[config.mk]
export PLATFORM = sky130hd
export DESIGN_NAME = mips_multicycle_ctrl
export DESIGN_NICKNAME = d
export VERILOG_FILES = /design/src/rtl/mips_pkg.sv /design/src/rtl/alu_decoder.sv /design/src/rtl/mips_multicycle_ctrl.sv
export SDC_FILE = /design/constraint.sdc
export NUM_CORES = 1
export LEC_CHECK = 0
export CAP_MARGIN = 20
export CORE_MARGIN = 2
export CORE_UTILIZATION = 40
export DETAILED_ROUTE_END_ITERATION = 7
export GPL_ROUTABILITY_DRIVEN = 0
export PLACE_DENSITY = 0.89
export SETUP_SLACK_MARGIN = 0.02
export SYNTH_ARGS = -nofsm -noshare
export SYNTH_HDL_FRONTEND = slang
export SYNTH_SLANG_ARGS = --single-unit
export TNS_END_PERCENT = 20
[constraint.sdc]
create_clock -name clk -period 1.5 [get_ports clk]
set_input_delay 0.15 -clock clk [delete_from_list [all_inputs] [get_ports clk]]
set_output_delay 0.15 -clock clk [all_outputs]
set_load 0.01 [all_outputs]
[src/rtl/mips_pkg.sv]
// Shared encodings for the multi-cycle MIPS control path: opcodes, functs,
// Alu op codes and controller state encoding.
package mips_pkg;

  localparam logic [5:0] OP_RTYPE = 6'h00;
  localparam logic [5:0] OP_J     = 6'h02;
  localparam logic [5:0] OP_BEQ   = 6'h04;
  localparam logic [5:0] OP_ADDI  = 6'h08;
  localparam logic [5:0] OP_LW    = 6'h23;
  localparam logic [5:0] OP_SW    = 6'h2B;

  localparam logic [5:0] FN_ADD = 6'h20;
  localparam logic [5:0] FN_SUB = 6'h22;
  localparam logic [5:0] FN_AND = 6'h24;
  localparam logic [5:0] FN_OR  = 6'h25;
  localparam logic [5:0] FN_NOR = 6'h27;
  localparam logic [5:0] FN_SLT = 6'h2A;

  localparam logic [3:0] ALU_AND = 4'd0;
  localparam logic [3:0] ALU_OR  = 4'd1;
  localparam logic [3:0] ALU_ADD = 4'd2;
  localparam logic [3:0] ALU_SUB = 4'd6;
  localparam logic [3:0] ALU_SLT = 4'd7;
  localparam logic [3:0] ALU_NOR = 4'd12;

  typedef enum logic [3:0] {
    ST_FETCH    = 4'd0,
    ST_DECODE   = 4'd1,
    ST_MEMADR   = 4'd2,
    ST_MEMRD    = 4'd3,
    ST_MEMWB    = 4'd4,
    ST_MEMWR    = 4'd5,
    ST_RTYPE_EX = 4'd6,
    ST_ALUWB    = 4'd7,
    ST_BEQ      = 4'd8,
    ST_ADDI_EX  = 4'd9,
    ST_ADDI_WB  = 4'd10,
    ST_JUMP     = 4'd11,
    ST_TRAP     = 4'd12
  } state_e;

endpackage

[src/rtl/alu_decoder.sv]
// R-type funct to Alu op translation; legal flags the six supported functs.
module alu_decoder
  import mips_pkg::*;
(
  input  logic [5:0] funct,
  output logic [3:0] alu_op,
  output logic       legal
);

  always_comb begin
    alu_op = ALU_ADD;
    legal  = 1'b1;
    case (funct)
      FN_ADD:  alu_op = ALU_ADD;
      FN_SUB:  alu_op = ALU_SUB;
      FN_AND:  alu_op = ALU_AND;
      FN_OR:   alu_op = ALU_OR;
      FN_NOR:  alu_op = ALU_NOR;
      FN_SLT:  alu_op = ALU_SLT;
      default: legal  = 1'b0;
    endcase
  end

endmodule

[src/rtl/mips_multicycle_ctrl.sv]
// Multi-cycle MIPS control unit: Moore sequencer driving datapath enables,
// mux selects and the Alu op, with mem_ready stalls on memory states.
//
// state    | meaning
// FETCH    | read instruction at PC, PC+4 into PC on mem_ready
// DECODE   | compute branch target, dispatch on opcode/funct
// MEMADR   | A + sign-ext imm -> ALUOut
// MEMRD    | read data memory at ALUOut until mem_ready
// MEMWB    | MDR -> rt
// MEMWR    | write data memory at ALUOut until mem_ready
// RTYPE_EX | A op B
// ALUWB    | ALUOut -> rd
// BEQ      | A - B, take ALUOut as PC when zero
// ADDI_EX  | A + sign-ext imm
// ADDI_WB  | ALUOut -> rt
// JUMP     | jump target -> PC
// TRAP     | illegal instruction, parked until reset
module mips_multicycle_ctrl
  import mips_pkg::*;
(
  input  logic       clk,
  input  logic       rst_n,
  input  logic [5:0] opcode,
  input  logic [5:0] funct,
  input  logic       zero,
  input  logic       mem_ready,
  output logic       pc_en,
  output logic       iord,
  output logic       mem_read,
  output logic       mem_write,
  output logic       ir_write,
  output logic       reg_dst,
  output logic       mem_to_reg,
  output logic       reg_write,
  output logic       alu_src_a,
  output logic [1:0] alu_src_b,
  output logic [3:0] alu_op,
  output logic [1:0] pc_source,
  output logic       instr_done,
  output logic       trap
);

  state_e     state_q, state_d;
  logic [3:0] rtype_op;
  logic       rtype_legal;

  alu_decoder u_alu_decoder (
    .funct  (funct),
    .alu_op (rtype_op),
    .legal  (rtype_legal)
  );

  always_ff @(posedge clk or negedge rst_n) begin
    if (!rst_n) state_q <= ST_FETCH;
    else        state_q <= state_d;
  end

  always_comb begin
    state_d = state_q;
    case (state_q)
      ST_FETCH:  if (mem_ready) state_d = ST_DECODE;
      ST_DECODE: begin
        case (opcode)
          OP_LW, OP_SW: state_d = ST_MEMADR;
          OP_RTYPE:     state_d = rtype_legal ? ST_RTYPE_EX : ST_TRAP;
          OP_BEQ:       state_d = ST_BEQ;
          OP_ADDI:      state_d = ST_ADDI_EX;
          OP_J:         state_d = ST_JUMP;
          default:      state_d = ST_TRAP;
        endcase
      end
      ST_MEMADR:   state_d = (opcode == OP_SW) ? ST_MEMWR : ST_MEMRD;
      ST_MEMRD:    if (mem_ready) state_d = ST_MEMWB;
      ST_MEMWB:    state_d = ST_FETCH;
      ST_MEMWR:    if (mem_ready) state_d = ST_FETCH;
      ST_RTYPE_EX: state_d = ST_ALUWB;
      ST_ALUWB:    state_d = ST_FETCH;
      ST_BEQ:      state_d = ST_FETCH;
      ST_ADDI_EX:  state_d = ST_ADDI_WB;
      ST_ADDI_WB:  state_d = ST_FETCH;
      ST_JUMP:     state_d = ST_FETCH;
      ST_TRAP:     state_d = ST_TRAP;
      default:     state_d = ST_FETCH;
    endcase
  end

  // Reset gating is combinational so strobes drop the moment rst_n falls.
  always_comb begin
    pc_en      = 1'b0;
    iord       = 1'b0;
    mem_read   = 1'b0;
    mem_write  = 1'b0;
    ir_write   = 1'b0;
    reg_dst    = 1'b0;
    mem_to_reg = 1'b0;
    reg_write  = 1'b0;
    alu_src_a  = 1'b0;
    alu_src_b  = 2'b00;
    alu_op     = ALU_AND;
    pc_source  = 2'b00;
    instr_done = 1'b0;
    trap       = 1'b0;
    if (!rst_n) begin
      alu_op = ALU_ADD;
    end else begin
      case (state_q)
        ST_FETCH: begin
          mem_read  = 1'b1;
          alu_src_b = 2'b01;
          alu_op    = ALU_ADD;
          ir_write  = mem_ready;
          pc_en     = mem_ready;
        end
        ST_DECODE: begin
          alu_src_b = 2'b11;
          alu_op    = ALU_ADD;
        end
        ST_MEMADR: begin
          alu_src_a = 1'b1;
          alu_src_b = 2'b10;
          alu_op    = ALU_ADD;
        end
        ST_MEMRD: begin
          iord     = 1'b1;
          mem_read = 1'b1;
        end
        ST_MEMWB: begin
          reg_write  = 1'b1;
          mem_to_reg = 1'b1;
          instr_done = 1'b1;
        end
        ST_MEMWR: begin
          iord       = 1'b1;
          mem_write  = 1'b1;
          instr_done = mem_ready;
        end
        ST_RTYPE_EX: begin
          alu_src_a = 1'b1;
          alu_op    = rtype_op;
        end
        ST_ALUWB: begin
          reg_write  = 1'b1;
          reg_dst    = 1'b1;
          instr_done = 1'b1;
        end
        ST_BEQ: begin
          alu_src_a  = 1'b1;
          alu_op     = ALU_SUB;
          pc_source  = 2'b01;
          pc_en      = zero;
          instr_done = 1'b1;
        end
        ST_ADDI_EX: begin
          alu_src_a = 1'b1;
          alu_src_b = 2'b10;
          alu_op    = ALU_ADD;
        end
        ST_ADDI_WB: begin
          reg_write  = 1'b1;
          instr_done = 1'b1;
        end
        ST_JUMP: begin
          pc_source  = 2'b10;
          pc_en      = 1'b1;
          instr_done = 1'b1;
        end
        ST_TRAP: trap = 1'b1;
        default: ;
      endcase
    end
  end

endmodule

==> qor.txt, run 1 <==
CTS tree: built
Fin crit period: 1.64 ns
Most flops, register: state_q
Final setup TNS: -1.15 ns
Pwr/cell area: 1250 nW/um^2
Post-route DRC violation count: 0
Top-count cell post-synth: nor2_1
Post-synth ARST share: 1.00
CP Launch Type: flip-flop
GRT Residual Overflow: 0
Total track usage: 0.276
Seq/Total Area, Yosys: 0.135
Failing checks: negative setup slack
Finished Cell Area: 1410 sq um
Initial antenna violation count: 0
Post-route setup slack: -0.140 ns
Post-CTS Hold Buffers: 0
Cell taking the most area after synthesis: dfrtp_1
Remaining antenna violation count: 0
RSZ-0062 raised after global routing: yes
Crit path kind: flip-flop to primary output
DR vias: 1198
Syn Nets: 125
Drt wl/cell: 16.6 microns
Critical Path RT: 1.35 ns
Fillers: 107
Ratio of cells with drive above 1 in the final layout: 0.480
Setup crit end kind: primary output
Internal: 936 uW
Detail Placement HPWL: 2.10 mm
Slew @ Worst Pin: 0.347 ns
Max Root-Sink Buffers: 2
Die area: 2220 sq um
Share of Yosys cell area claimed by the top area cell type: 0.135
Ant. Diodes: 0
Row count: 15
1st-iter DRT viols: 44
Cell Count, Final, Fillers Out: 200
Via density: 5.99
Syn. warnings: 0
Die X: 47.1 microns
Largest register FFs: 4
Net Sw Frac: 0.468
Port Buffer Count: 34
DP Cell Count: 189
Crit-path slowest cell: dfrtp_1
DP Area: 1290 sq um
Tcrit/Tclk final: 1.09
Crit path max fanout: 4
Post-synth top cells: nor2_1, nand2_1, buf_2, nand2b_1, o21a_1
Leakage: 0.634 nW
Post-synth top flop: dfrtp_1
Gate power share: 0.797
Cell types occupying the most area after synthesis: dfrtp_1, nor2_1, o21a_1
Number of global-route vias before repair: 1117
Clk_skew: 0.000828 ns
Io pins: 35
Flop pwr share: 0.123
Root buffer cell: clkbuf_4
DIE HEIGHT: 47.1 microns
Slew Limit Fails: 0
P_sw: 823 uW
Peak supply drop: 0.752 mV
Pwr Total: 1.76 mW
Hold Violations, Final: 0
Status: finished with violations
DRT Wirelength: 3.32 mm
Hold crit path type: input pin to asynchronous set/reset pin
Max Cap Viol: 0
Clock-pin slew on the worst setup and hold paths: 0.04 ns
Sequence of cells on the critical path: buf_6 > and2b_2 > nor4b_2 > o21a_1 > buf_2
Clock Sinks: 4
Syn_area_per_cell: 6.81 sq um
Post-synth EDFFs: 0
F_max: 610 MHz
Largest net degree at the start of global routing: 14
Initial Util: 0.430
CP arrival: 1.49 ns
Clock power frac: 0.079
Max transition margin: 0.767
Global-route wire length before repair: 4.46 mm
Max stage delay on crit path: 0.42 ns
Max H-tree Level: 1
Synth unique cells: 37
Synth Cell Area: 742 sq um
Worst-Skew Late Latency: 0.24 ns
Synth-to-Final Area Change: 89.9%
Synth Register Bits: 4
Final setup viols: 15
Top Registers: state_q (4)
Post-layout util: 0.816
Final nets: 193
Num CTS Buffers: 3
Core area: 1730 sq um
Pre-antenna DRT Iters: 4
FF-to-FF path depth: 6
Gate Count Post-Synth: 109
-- critical path: cells and delay by family, from the launching register on --
kind	cells	cell delay, ns
DFF	1	0.42
buffers and inverters	2	0.26
AOI/OAI and AO/OA	1	0.13
and+or+nand+nor	2	0.44
-- metrics by stage --
stage / hold WS, ns / worst slack (ns)
3_5_place_dp: 0.495 / -0.398
5_1_grt: 0.290 / -0.175
3_3_place_gp: 0.504 / -0.362
6_report: 0.267 / -0.140
2_1_floorplan: -0.146 / 0.142
4_1_cts: 0.257 / -0.200
-- final timing paths --
check	startpoint	end	slack [ns]
worst max-delay path	state_q[0]	reg_write	-0.14
worst min-delay path	rst_n	state_q[0]	0.27
worst max register to register	state_q[1]	state_q[1]	0.09
worst min register to register	state_q[3]	state_q[0]	0.63
max in group asynchronous	rst_n	state_q[1]	1.06
min in group clk	state_q[3]	state_q[0]	0.63
-- layout by cell type, fill, tap and decap left out, types with 2 or more instances in the layout --
master,count
a21boi_1,2
a21oi_1,4
and3_1,3
buf_2,17
buf_4,30
buf_6,6
clkbuf_4,3
clkdlybuf4s15_2,2
clkdlybuf4s50_1,11
dfrtp_1,2
dfrtp_2,2
dlygate4sd2_1,3
nand2_1,8
nand2b_1,5
nand2b_4,2
nand3_1,3
nand3b_1,5
nor2_1,10
nor2_2,6
nor2_4,2
nor2b_1,3
nor3_1,2
nor3_2,4
o211ai_1,2
o21a_1,6
o21ai_1,5
xor2_1,2
-- cell type report --
class                   count  area [sq um]  area share
flip-flops and latches      4           103      0.0728
multi-input cells          98           703       0.499
well taps                  25          31.3      0.0222
clock buffers               3          22.5      0.0160
repair buffers             70           549       0.390
-- power by group through the flow --
| stage | Clock (mW) | Sequential (mW) | Combinational [mW] |
|---|---|---|---|
| finish | 0.139 | 0.217 | 1.40 |
| floorplan | 0 | 0.171 | 0.643 |
| CTS | 0.137 | 0.211 | 1.24 |
| global placement | 0 | 0.204 | 1.11 |
| global route | 0.141 | 0.219 | 1.47 |
| detailed placement | 0 | 0.204 | 1.14 |
-- layer usage --
| metal | vias to the layer above | global-route usage | wire length (microns) |
|---|---|---|---|
| li1 | 538 | - | - |
| met1 | 572 | 0.293 | 1280 |
| met2 | 64 | 0.523 | 1670 |
| met3 | 24 | 0.0346 | 201 |
| met4 | 0 | 0.144 | 170 |
| met5 | - | 0 | 0 |
-- repair_timing --
action / 4_1_cts / 5_1_grt
pin swaps: 7 / 10
gates resized for setup: 90 / 23
endpoints found under the setup margin: 19 / 20
setup buffers: 4 / 5
-- kinds of logic (layout without fill, tap and decap cells) --
kind of cell             count (synthesis)  in the layout  share of synthesized area
XOR/XNOR                                 3              3                     0.0354
flip-flops                               4              4                      0.135
AO/OA/AOI/OAI                           31             31                      0.298
adder cells (fa/ha/maj)                  1              1                     0.0152
buffers and inverters                    7             73                     0.0472
AND/OR/NAND/NOR                         61             61                      0.438
multiplexers                             2              2                     0.0304
No activity file was read; power rests on OpenSTA's default activity.
==> run 2: changes to the inputs <==
- CAP_MARGIN: 20 -> 0
- SKIP_LAST_GASP: unset -> 1
==> qor.txt, run 2 (synthesized netlist as in run 1, its figures left out) <==
Port Buffer Count: 34 (unchanged)
Post-route DRC violation count: 0 (unchanged)
Tcrit/Tclk final: 1.10 (was 1.09)
Final nets: 189 (was 193)
Failing checks: negative setup slack (unchanged)
Pwr/cell area: 1170 nW/um^2 (was 1250 nW/um^2)
Internal: 871 uW (was 936 uW)
Die area: 2220 sq um (unchanged)
Most flops, register: state_q (unchanged)
Via density: 5.71 (was 5.99)
Crit path kind: flip-flop to primary output (unchanged)
Worst R2R End: state_q[1] (unchanged)
Net Sw Frac: 0.454 (was 0.468)
Ant. Diodes: 0 (unchanged)
Slew Limit Fails: 0 (unchanged)
Worst r2r src: state_q[1] (unchanged)
Clock Sinks: 4 (unchanged)
Leakage: 0.614 nW (was 0.634 nW)
DR vias: 1119 (was 1198)
CP arrival: 1.49 ns (about the same)
Max Cap Viol: 0 (unchanged)
Setup crit end kind: primary output (unchanged)
Die X: 47.1 microns (unchanged)
GRT Residual Overflow: 0 (unchanged)
Largest net degree at the start of global routing: 14 (unchanged)
Post-layout util: 0.791 (was 0.816)
Top Registers: state_q (4) (unchanged)
Io pins: 35 (unchanged)
DIE HEIGHT: 47.1 microns (unchanged)
Fin crit period: 1.64 ns (about the same)
Ratio of cells with drive above 1 in the final layout: 0.351 (was 0.480)
Status: finished with violations (unchanged)
Crit path max fanout: 6 (was 4)
Largest register FFs: 4 (unchanged)
Initial Util: 0.430 (unchanged)
1st-iter DRT viols: 39 (was 44)
Num CTS Buffers: 3 (unchanged)
FF-to-FF path depth: 7 (was 6)
Worst-Skew Late Latency: 0.23 ns (was 0.24 ns)
Flop pwr share: 0.134 (was 0.123)
Max Root-Sink Buffers: 2 (unchanged)
DRT Wirelength: 2.95 mm (was 3.32 mm)
R2R setup slack: -0.03 ns (was 0.09 ns)
Hold crit path type: input pin to asynchronous set/reset pin (unchanged)
Synth-to-Final Area Change: 84.1% (was 89.9%)
P_sw: 725 uW (was 823 uW)
Final setup viols: 20 (was 15)
Critical Path RT: 1.35 ns (about the same)
Max H-tree Level: 1 (unchanged)
Post-route setup slack: -0.143 ns (was -0.140 ns)
Hold Violations, Final: 0 (unchanged)
F_max: 608 MHz (was 610 MHz)
Gate power share: 0.784 (was 0.797)
Remaining antenna violation count: 0 (unchanged)
Clk_skew: 0.00159 ns (was 0.000828 ns)
RSZ-0062 raised after global routing: yes (unchanged)
CTS tree: built (unchanged)
Initial antenna violation count: 0 (unchanged)
Root buffer cell: clkbuf_4 (unchanged)
Finished Cell Area: 1370 sq um (was 1410 sq um)
Core area: 1730 sq um (unchanged)
Clock-pin slew on the worst setup and hold paths: 0.04 ns (about the same)
CP Launch Type: flip-flop (unchanged)
Clock power frac: 0.082 (was 0.079)
Total track usage: 0.271 (was 0.276)
Row count: 15 (unchanged)
DP Area: 1290 sq um (unchanged)
Pre-antenna DRT Iters: 4 (unchanged)
WHS: 0.267 ns (about the same)
Max transition margin: 0.752 (was 0.767)
Detail Placement HPWL: 2.10 mm (unchanged)
Most frequent cells in the layout: buf_4, nor2_1, clkdlybuf4s50_1 (was buf_4, buf_2, clkdlybuf4s50_1)
Setup crit end: mem_write (was reg_write)
Most common cell after layout, fill and taps aside: buf_4 (unchanged)
Global-route wire length before repair: 4.35 mm (was 4.46 mm)
Slew @ Worst Pin: 0.371 ns (was 0.347 ns)
Peak supply drop: 0.683 mV (was 0.752 mV)
Number of global-route vias before repair: 1078 (was 1117)
Crit. Startpoint: state_q[1] (was state_q[0])
Drt wl/cell: 15.0 microns (was 16.6 microns)
run 2: routing by layer:
layer  vias to the layer above  share of wire  GRT usage
met2                        49           0.53      0.526
met5                         -              0          0
met4                         0          0.017      0.133
met1                       532           0.41      0.283
met3                         9          0.048     0.0269
li1                        529              -          -
run 2: worst min-delay path by stage:
stage,cells after the start,end,startpoint
finish,2,state_q[2],rst_n
global route,2,state_q[2],rst_n
CTS,2,state_q[2],rst_n
detailed placement,2,state_q[0],rst_n
global placement,2,state_q[1],rst_n
floorplan,0,state_q[0],rst_n
run 2: layout make-up:
cell class,count,area (sq um)
multi-input combinational,98,661
timing repair buffer,66,549
tap,25,31.3
sequential,4,103
fill,119,360
clock buffer,3,22.5
run 2: metrics by stage:
| step | cells | setup WS, ns | total power, mW | setup TNS [ns] |
|---|---|---|---|---|
| after floorplan | 109 | 0.142 | 0.814 | 0 |
| after global placement | 189 | -0.362 | 1.31 | -5.60 |
| after detailed placement | 189 | -0.398 | 1.34 | -6.08 |
| after CTS | 196 | -0.200 | 1.53 | -2.15 |
| after global routing | 196 | -0.179 | 1.68 | -2.86 |
| final | 196 | -0.143 | 1.60 | -1.72 |
run 2: power by group through the flow:
stage,registers [mW],clock network [mW],logic [mW]
final,0.213,0.131,1.25
after detailed placement,0.204,0,1.14
after floorplan,0.171,0,0.643
after global routing,0.213,0.142,1.33
after CTS,0.205,0.137,1.19
after global placement,0.204,0,1.11
run 2: repair_timing:
item                                    CTS  global route
endpoints found under the setup margin   19            22
resized for setup                        41            20
setup buffers                             4             0
pin swaps                                 4             3
hold buffers                              0             0
run 2: critical path: stages (launching register included):
cell and delay [ns]:
dfrtp_2 0.43, buf_4 0.15, buf_4 0.15, nand2b_4 0.15, buf_4 0.14, nor2_1 0.10, buf_2 0.14
